<file path="config.mk">
export PLATFORM = sky130hd
export DESIGN_NAME = mul_share_sched_flat
export DESIGN_NICKNAME = d
export VERILOG_FILES = /design/src/rtl/mul_share_sched_if.sv /design/src/rtl/mul_share_sched.sv /design/src/flat_wrapper.sv
export SDC_FILE = /design/constraint.sdc
export NUM_CORES = 1
export LEC_CHECK = 0
export ABC_CLOCK_PERIOD_IN_PS = 1300
export CELL_PAD_IN_SITES_DETAIL_PLACEMENT = 1
export CELL_PAD_IN_SITES_GLOBAL_PLACEMENT = 2
export CORE_MARGIN = 8
export CORE_UTILIZATION = 19
export DETAILED_ROUTE_END_ITERATION = 16
export GPL_TIMING_DRIVEN = 0
export PLACE_DENSITY_LB_ADDON = 0.25
export SLEW_MARGIN = 5
export SYNTH_ARGS = -nofsm -noshare
export SYNTH_HDL_FRONTEND = slang
export SYNTH_SLANG_ARGS = --single-unit
</file>
<file path="constraint.sdc">
create_clock -name clk -period 1.3 [get_ports clk]
set_clock_uncertainty 0.2 [all_clocks]
set_input_delay 0.13 -clock clk [delete_from_list [all_inputs] [get_ports clk]]
set_output_delay 0.13 -clock clk [all_outputs]
set_load 0.01 [all_outputs]
</file>
<file path="src/rtl/mul_share_sched_if.sv">
// Bundle between two multiply requesters, the shared scheduler and the
// external multiplier. The master side is the requester/multiplier environment.
interface mul_share_sched_if;
  logic        req0_valid;
  logic        req0_ready;
  logic [15:0] req0_a;
  logic [15:0] req0_b;
  logic        req1_valid;
  logic        req1_ready;
  logic [15:0] req1_a;
  logic [15:0] req1_b;
  logic [15:0] mul_a;
  logic [15:0] mul_b;
  logic [31:0] mul_out;
  logic        rsp0_valid;
  logic [31:0] rsp0_data;
  logic        rsp1_valid;
  logic [31:0] rsp1_data;
  logic        busy;
  logic        last_grant;

  modport master (
    output req0_valid, req0_a, req0_b,
    output req1_valid, req1_a, req1_b,
    output mul_out,
    input  req0_ready, req1_ready,
    input  mul_a, mul_b,
    input  rsp0_valid, rsp0_data, rsp1_valid, rsp1_data,
    input  busy, last_grant
  );

  modport slave (
    input  req0_valid, req0_a, req0_b,
    input  req1_valid, req1_a, req1_b,
    input  mul_out,
    output req0_ready, req1_ready,
    output mul_a, mul_b,
    output rsp0_valid, rsp0_data, rsp1_valid, rsp1_data,
    output busy, last_grant
  );
endinterface

</file>
<file path="src/rtl/mul_share_sched.sv">
// Round-robin scheduler sharing one 16x16 multiplier between two requesters;
// an ID token pipeline routes each product back to the port that issued it.
module mul_share_sched #(
  parameter int MUL_LAT   = 2,
  parameter bit PIPELINED = 1'b1
) (
  input logic              clk,
  input logic              reset,
  mul_share_sched_if.slave bus
);

  typedef enum logic {S_IDLE, S_WAIT} state_t;

  state_t               state;
  logic                 lg_q;
  logic                 can_issue;
  logic                 grant0;
  logic                 grant1;
  logic                 issue;
  logic [15:0]          op_a_p0;
  logic [15:0]          op_b_p0;
  logic [MUL_LAT-1:0]   tok_vld_p;
  logic [MUL_LAT-1:0]   tok_id_p;
  logic                 ret_vld;
  logic                 ret_id;
  logic                 rsp0_vld_p1;
  logic                 rsp1_vld_p1;
  logic [31:0]          rsp0_data_p1;
  logic [31:0]          rsp1_data_p1;

  // A port wins when it alone is asking, or when the other port won last time.
  function automatic logic wins(input logic mine, input logic other,
                                input logic other_won_last);
    return mine & (~other | other_won_last);
  endfunction

  always_comb begin
    can_issue = PIPELINED ? 1'b1 : (state == S_IDLE);
    grant0    = can_issue & wins(bus.req0_valid, bus.req1_valid, lg_q);
    grant1    = can_issue & wins(bus.req1_valid, bus.req0_valid, ~lg_q);
    issue     = grant0 | grant1;
  end

  assign ret_vld = tok_vld_p[MUL_LAT-1];
  assign ret_id  = tok_id_p[MUL_LAT-1];

  // Stage p0: operand registers feeding the multiplier
  always_ff @(posedge clk) begin
    if (reset) begin
      op_a_p0 <= '0;
      op_b_p0 <= '0;
      lg_q    <= 1'b1;
    end else if (issue) begin
      op_a_p0 <= grant1 ? bus.req1_a : bus.req0_a;
      op_b_p0 <= grant1 ? bus.req1_b : bus.req0_b;
      lg_q    <= grant1;
    end
  end

  // Token pipeline, aligned with the multiplier latency
  always_ff @(posedge clk) begin
    if (reset) begin
      tok_vld_p <= '0;
      tok_id_p  <= '0;
    end else begin
      tok_vld_p[0] <= issue;
      tok_id_p[0]  <= grant1;
      for (int i = 1; i < MUL_LAT; i++) begin
        tok_vld_p[i] <= tok_vld_p[i-1];
        tok_id_p[i]  <= tok_id_p[i-1];
      end
    end
  end

  // Stage p1: capture the product for the port named by the retiring token
  always_ff @(posedge clk) begin
    if (reset) begin
      rsp0_vld_p1  <= 1'b0;
      rsp1_vld_p1  <= 1'b0;
      rsp0_data_p1 <= '0;
      rsp1_data_p1 <= '0;
    end else begin
      rsp0_vld_p1 <= ret_vld & ~ret_id;
      rsp1_vld_p1 <= ret_vld & ret_id;
      if (ret_vld && !ret_id) rsp0_data_p1 <= bus.mul_out;
      if (ret_vld && ret_id)  rsp1_data_p1 <= bus.mul_out;
    end
  end

  // Non-pipelined mode: stay in WAIT through the response cycle so the next
  // issue lands one cycle after the pulse is visible.
  always_ff @(posedge clk) begin
    if (reset) begin
      state <= S_IDLE;
    end else begin
      case (state)
        S_IDLE: if (issue && !PIPELINED) state <= S_WAIT;
        S_WAIT: if (rsp0_vld_p1 || rsp1_vld_p1) state <= S_IDLE;
        default: state <= S_IDLE;
      endcase
    end
  end

  assign bus.req0_ready = grant0;
  assign bus.req1_ready = grant1;
  assign bus.mul_a      = op_a_p0;
  assign bus.mul_b      = op_b_p0;
  assign bus.rsp0_valid = rsp0_vld_p1;
  assign bus.rsp0_data  = rsp0_data_p1;
  assign bus.rsp1_valid = rsp1_vld_p1;
  assign bus.rsp1_data  = rsp1_data_p1;
  assign bus.busy       = |tok_vld_p;
  assign bus.last_grant = lg_q;

endmodule

</file>
<file path="src/flat_wrapper.sv">
// flat-port wrapper written by rule: the top's interface ports become plain ports
module mul_share_sched_flat 
#(
  parameter int MUL_LAT   = 2,
  parameter bit PIPELINED = 1'b1
)
  (clk, reset, bus_req0_valid, bus_req0_a, bus_req0_b, bus_req1_valid, bus_req1_a, bus_req1_b, bus_mul_out, bus_req0_ready, bus_req1_ready, bus_mul_a, bus_mul_b, bus_rsp0_valid, bus_rsp0_data, bus_rsp1_valid, bus_rsp1_data, bus_busy, bus_last_grant);
  mul_share_sched_if bus_i ();
  input logic clk;
  input logic reset;
  input wire logic [$bits(bus_i.req0_valid)-1:0] bus_req0_valid;
  input wire logic [$bits(bus_i.req0_a)-1:0] bus_req0_a;
  input wire logic [$bits(bus_i.req0_b)-1:0] bus_req0_b;
  input wire logic [$bits(bus_i.req1_valid)-1:0] bus_req1_valid;
  input wire logic [$bits(bus_i.req1_a)-1:0] bus_req1_a;
  input wire logic [$bits(bus_i.req1_b)-1:0] bus_req1_b;
  input wire logic [$bits(bus_i.mul_out)-1:0] bus_mul_out;
  output wire logic [$bits(bus_i.req0_ready)-1:0] bus_req0_ready;
  output wire logic [$bits(bus_i.req1_ready)-1:0] bus_req1_ready;
  output wire logic [$bits(bus_i.mul_a)-1:0] bus_mul_a;
  output wire logic [$bits(bus_i.mul_b)-1:0] bus_mul_b;
  output wire logic [$bits(bus_i.rsp0_valid)-1:0] bus_rsp0_valid;
  output wire logic [$bits(bus_i.rsp0_data)-1:0] bus_rsp0_data;
  output wire logic [$bits(bus_i.rsp1_valid)-1:0] bus_rsp1_valid;
  output wire logic [$bits(bus_i.rsp1_data)-1:0] bus_rsp1_data;
  output wire logic [$bits(bus_i.busy)-1:0] bus_busy;
  output wire logic [$bits(bus_i.last_grant)-1:0] bus_last_grant;
  assign bus_i.req0_valid = bus_req0_valid;
  assign bus_i.req0_a = bus_req0_a;
  assign bus_i.req0_b = bus_req0_b;
  assign bus_i.req1_valid = bus_req1_valid;
  assign bus_i.req1_a = bus_req1_a;
  assign bus_i.req1_b = bus_req1_b;
  assign bus_i.mul_out = bus_mul_out;
  assign bus_req0_ready = bus_i.req0_ready;
  assign bus_req1_ready = bus_i.req1_ready;
  assign bus_mul_a = bus_i.mul_a;
  assign bus_mul_b = bus_i.mul_b;
  assign bus_rsp0_valid = bus_i.rsp0_valid;
  assign bus_rsp0_data = bus_i.rsp0_data;
  assign bus_rsp1_valid = bus_i.rsp1_valid;
  assign bus_rsp1_data = bus_i.rsp1_data;
  assign bus_busy = bus_i.busy;
  assign bus_last_grant = bus_i.last_grant;
  mul_share_sched #(.MUL_LAT(MUL_LAT), .PIPELINED(PIPELINED)) u_core (.clk(clk), .reset(reset), .bus(bus_i));
endmodule
</file>
**Word-level counts from Yosys, hierarchy flattened**

Index checks and enable logic that the tools add are counted.

- Multiplexer cells: 2
- Bitwise logic cells: 11
- Reduce and logical (&&, ||, !) cells: 4

Operators with widths:

| kind | count |
|---|---|
| 16-bit 2-to-1 mux | 2 |
| 1-bit AND | 4 |
| 1-bit inverter | 4 |
| 1-bit OR | 3 |
| 1-bit logical AND | 2 |
| 2-bit OR reduction | 1 |
| 1-bit logical NOT | 1 |

- Register bits after elaboration: 103
- Output and inout bits: 102

**Logic depth before layout (Yosys ltp)**

- Word-level depth: 4
- Depth in mapped cells: 6
- Gate-level depth less buffers: 4

**Least setup slack after synthesis**

Ideal clock, no wire load.

- Kind: register to output
- Start: reg u_core.lg_q (netlist: u_core.bus.last_grant)
- End: out bus_req0_ready
- Arrival: 1.129 ns
- Required time: 0.970 ns
- Slack: -0.159 ns
- Stages on the path, launching flop included: 5
- Cell sequence: dfxtp_1 buf_2 clkbuf_1 inv_1 a21boi_0

- Word-level cells in the longest chain between the ends: 2

RTL lines:

| item | line | source |
|---|---|---|
| start: declaration | mul_share_sched.sv:15 | `logic lg_q;` |
| start signal: assignment | mul_share_sched.sv:56 | `lg_q <= grant1;` |
| 1-bit OR | mul_share_sched.sv:34 | `return mine & (~other \| other_won_last);` |
| 1-bit AND | mul_share_sched.sv:34 |  |
| end: declaration | flat_wrapper.sv:18 | `output wire logic [$bits(bus_i.req0_ready)-1:0] bus_req0_ready;` |

No other way between the ends.

**Final worst setup path**

- Start: reg u_core.lg_q (netlist: u_core.bus.last_grant)
- End: out bus_req1_ready

- Word-level cells in the longest chain between the ends: 3

RTL lines:

| item | line | source |
|---|---|---|
| 1-bit inverter | mul_share_sched.sv:40 | `grant1 = can_issue & wins(bus.req1_valid, bus.req0_valid, ~lg_q);` |
| 1-bit OR | mul_share_sched.sv:34 |  |
| 1-bit AND | mul_share_sched.sv:34 |  |
| end: declaration | flat_wrapper.sv:19 | `output wire logic [$bits(bus_i.req1_ready)-1:0] bus_req1_ready;` |

No other way between the ends.

==> impl_metrics.csv <==
group,metric,value,unit
power_and_ir_drop,worst_ir_drop_vdd,0.600,mV
detailed_routing,route.detailed.wl_per_inst,18.2,um
cells_and_area,synthToLayoutAreaGrowth,77.1,%
die,chipHeight,164,um
sta,finish_stage_setup_viols,38,
hold_path,hp-class,"input pin to flop",
detailed_routing,post_drt_via_cell_ratio,4.41,
yosys,post_synth.cell_area_avg,7.97,um^2
sta,min_period,1580,ps
cells_and_area,design.final.nets,843,
detailed_routing,initialDrtViolationCount,159,
setup_path,cpMaxStageDelayCell,"sky130_fd_sc_hd__dfxtp_2",
sta,slew_viol_final,0,
clock_tree,numClockSinks,103,
yosys,syn-instance-count,522,
cells_and_area,fin_area,7370,um^2
setup_path,crit_fanout,5,
clock_tree,clock_path_buffers,2,
yosys,yosysWarnings,0,
status,violations,"negative hold slack, negative setup slack",
setup_path,cp_cell_sequence,"buf_6 -> a21bo_1 -> buf_6 -> inv_4 -> buf_6",
detailed_routing,wl_met2,8900,um
setup_path,reg2reg_setup_slack,-280,ps
global_route,first_global_vias,5101,
sta,worst-slew-pin-transition,604,ps
status,outcome,"finished, violations left",
power_and_ir_drop,powerDensity,1080,nW/um^2
placement,dp_hpwl,14200,um
die,design.portCount,202,
setup_path,r2r-end,"u_core.bus.mul_b[12]",
yosys,number_of_enable_flip_flop_cells_after_synthesis,0,
sta,final.hold.worst_slack,-107,ps
yosys,portion_of_the_post_synthesis_area_used_by_sequential_elements,0.495,
flow_run,drv_cap,0,
sta,timing.final.ws_setup,-283,ps
detailed_routing,vias,4535,
sta,rsz0062_at_grt,"yes",
die,num_rows,54,
setup_path,cp_data_arrival_time,1250,ps
yosys,synth-seq-cells,103,
setup_path,critical_path_cell_count,5,
setup_path,rr_startpoint,"u_core.bus.last_grant",
detailed_routing,met3_wirelength,1760,um
clock_tree,numCtsBuffers,9,
die,die-width,164,um
setup_path,worstSetupStartpointType,"flop",
yosys,netlist-cell-type-count,22,
global_route,grt_start_max_net_pins,19,
detailed_routing,postRouteAntennaNets,0,
yosys,most_used_flip_flop_cell_after_synthesis,"sky130_fd_sc_hd__dfxtp_1",
setup_path,worst-endpoint-required,970,ps
detailed_routing,totalWireLength,18700,um
hold_path,min_delay_worst_endpoint,"u_core.bus.last_grant",
detailed_routing,drt_drc_violations_left,0,
detailed_routing,drt-pass1-iter-count,4,
clock_tree,root_buffer,"sky130_fd_sc_hd__clkbuf_16",
detailed_routing,m1WireLength,7840,um
global_route,track_usage,0.138,
clock_tree,cts_htree_levels,3,
die,fp.dieArea,26900,um^2
hold_path,worst_hold_startpoint,"bus_req1_valid",
power_and_ir_drop,cellLeakagePower,0.00297,uW
sta,fmax,632,MHz
setup_path,worst_r2r_path_depth,6,
placement,final_replace_weighted_congestion,0.738,
yosys,synthesis.area,4160,um^2
die,core-area,21700,um^2
setup_path,worst_path_dominant_cell_family,"buffers and inverters",
clock_tree,cts_tree,"yes",
cells_and_area,antenna-diode-count,0,
yosys,syn_nets,622,
clock_tree,clk-insertion-delay-late,350,ps
global_route,grt.overflow.total,0,
sta,hold_viol_final,3,
setup_path,crit_buf_inv,4,
cells_and_area,drive_gt1_frac,0.349,
setup_path,worstSetupEndpointType,"primary output",
sta,timing.max_slew.rel_slack,0.597,
detailed_routing,top_signal_layer_used,"met5",
placement,port_buffers,198,
setup_path,cp_common_cell,"sky130_fd_sc_hd__buf_6",
setup_path,worst_path_largest_cell_delay,330,ps
hold_path,hold-path-cell-count,3,
setup_path,crit_type,"flop to primary output",
die,initial_cell_density_of_the_core,0.192,
global_route,first_pass_grt_wire_length,29000,um
sta,min_period_over_period,1.22,
clock_tree,cts.clk_slew.worst_paths,70,ps
yosys,ys_async_sr_fraction,0,
placement,dpl_cell_area,6500,um^2
global_route,number_of_antenna_violations_at_the_first_check_in_global_routing,1,
-- per-layer routing --
metal | vias up | track usage
met5 | - | 0
met1 | 2164 | 0.160
li1 | 2196 | -
met3 | 16 | 0.0519
met4 | 2 | 0.0417
met2 | 157 | 0.231
-- worst min-delay path, stage by stage --
cell and delay [ps]:
sky130_fd_sc_hd__buf_4 140, sky130_fd_sc_hd__o21ai_1 70, sky130_fd_sc_hd__nand2b_1 60
-- final cells by class --
class                           instances  area [um^2]
Tap cell                              280          350
Timing Repair Buffer                  215         2020
Inverter                               32          125
Clock buffer                            9          225
Sequential cell                       103         2110
Clock inverter                          7          104
Buffer                                 44          357
Multi-Input combinational cell        338         2080
Fill cell                            2510        14300
-- how the worst max path moves through the flow --
| stage | start | endpoint | slack [ps] |
|---|---|---|---|
| floorplan | u_core.bus.last_grant | u_core.bus.mul_a[10] | -100 |
| global placement | u_core.bus.last_grant | bus_req0_ready | -650 |
| detailed placement | u_core.bus.last_grant | bus_req0_ready | -680 |
| CTS | u_core.bus.last_grant | bus_req1_ready | -300 |
| global route | u_core.bus.last_grant | bus_req1_ready | -320 |
| finish | u_core.bus.last_grant | bus_req1_ready | -280 |
-- where the power goes --
group / leakage (uW) / internal [uW] / switching (uW) / total [uW]
clock network: 0.000159 / 1720 / 1330 / 3040
registers: 0.000855 / 3310 / 86.7 / 3400
logic: 0.00196 / 779 / 720 / 1500
-- placed cells by master, fill, tap and decap left out, drive strengths merged, types with 3 or more instances in the layout --
master,Yosys,layout
clkbuf,23,67
inv,32,34
nor2,37,37
clkdlybuf4s50,0,96
buf,26,55
a31oi,30,30
nand2,132,132
a21oi,96,96
dfxtp,103,103
o221a,30,30
nor2b,3,3
clkdlybuf4s15,0,48
-- stage by stage --
stage | std cells | setup WS [ps] | utilization | power [uW] | setup TNS [ps]
3_5_place_dp | 1000 | -677 | 0.300 | 4810 | -20970
3_3_place_gp | 1000 | -646 | 0.300 | 4780 | -17400
6_report | 1028 | -283 | 0.340 | 7940 | -7550
2_1_floorplan | 522 | -95.1 | - | 3990 | -2670
4_1_cts | 1028 | -297 | 0.338 | 8050 | -7480
5_1_grt | 1028 | -318 | 0.340 | 8340 | -9650
-- synth_stat cells, types with 3 or more instances --
master	count	area share
sky130_fd_sc_hd__a21oi_1	96	0.12
sky130_fd_sc_hd__clkbuf_1	23	0.021
sky130_fd_sc_hd__buf_6	4	0.011
sky130_fd_sc_hd__dfxtp_1	103	0.50
sky130_fd_sc_hd__a31oi_1	30	0.045
sky130_fd_sc_hd__buf_2	19	0.023
sky130_fd_sc_hd__o221a_1	27	0.073
sky130_fd_sc_hd__inv_1	31	0.028
sky130_fd_sc_hd__o221a_2	3	0.0081
sky130_fd_sc_hd__nand2_1	132	0.12
sky130_fd_sc_hd__nor2b_1	3	0.0045
sky130_fd_sc_hd__nor2_1	37	0.033
-- registers in the layout, indices dropped and copies added (netlist names) --
name,count
u_core.tok_vld_p,2
u_core.bus.mul_a,16
u_core.tok_id_p,2
u_core.bus.rsp1_valid,1
u_core.bus.rsp1_data,32
u_core.bus.mul_b,16
u_core.bus.rsp0_data,32
u_core.bus.last_grant,1
u_core.bus.rsp0_valid,1
-- cells by family (layout without fill, tap and decap cells) --
family                 after synthesis  after routing  share of synthesized area
AND/OR/NAND/NOR                    177            177                      0.164
AO/OA/AOI/OAI                      161            161                      0.253
flip-flops                         103            103                      0.495
buffers and inverters               81            307                     0.0869
-- what timing repair did --
item | 4_1_cts | 5_1_grt
gates resized for setup | 345 | 161
buffers inserted | 12 | 4
hold endpoints to repair | 3 | 3
cloned | 4 | 0
endpoints found under the setup margin | 196 | 165
pin swaps | 13 | 41
(Power assumes the default switching activity.)
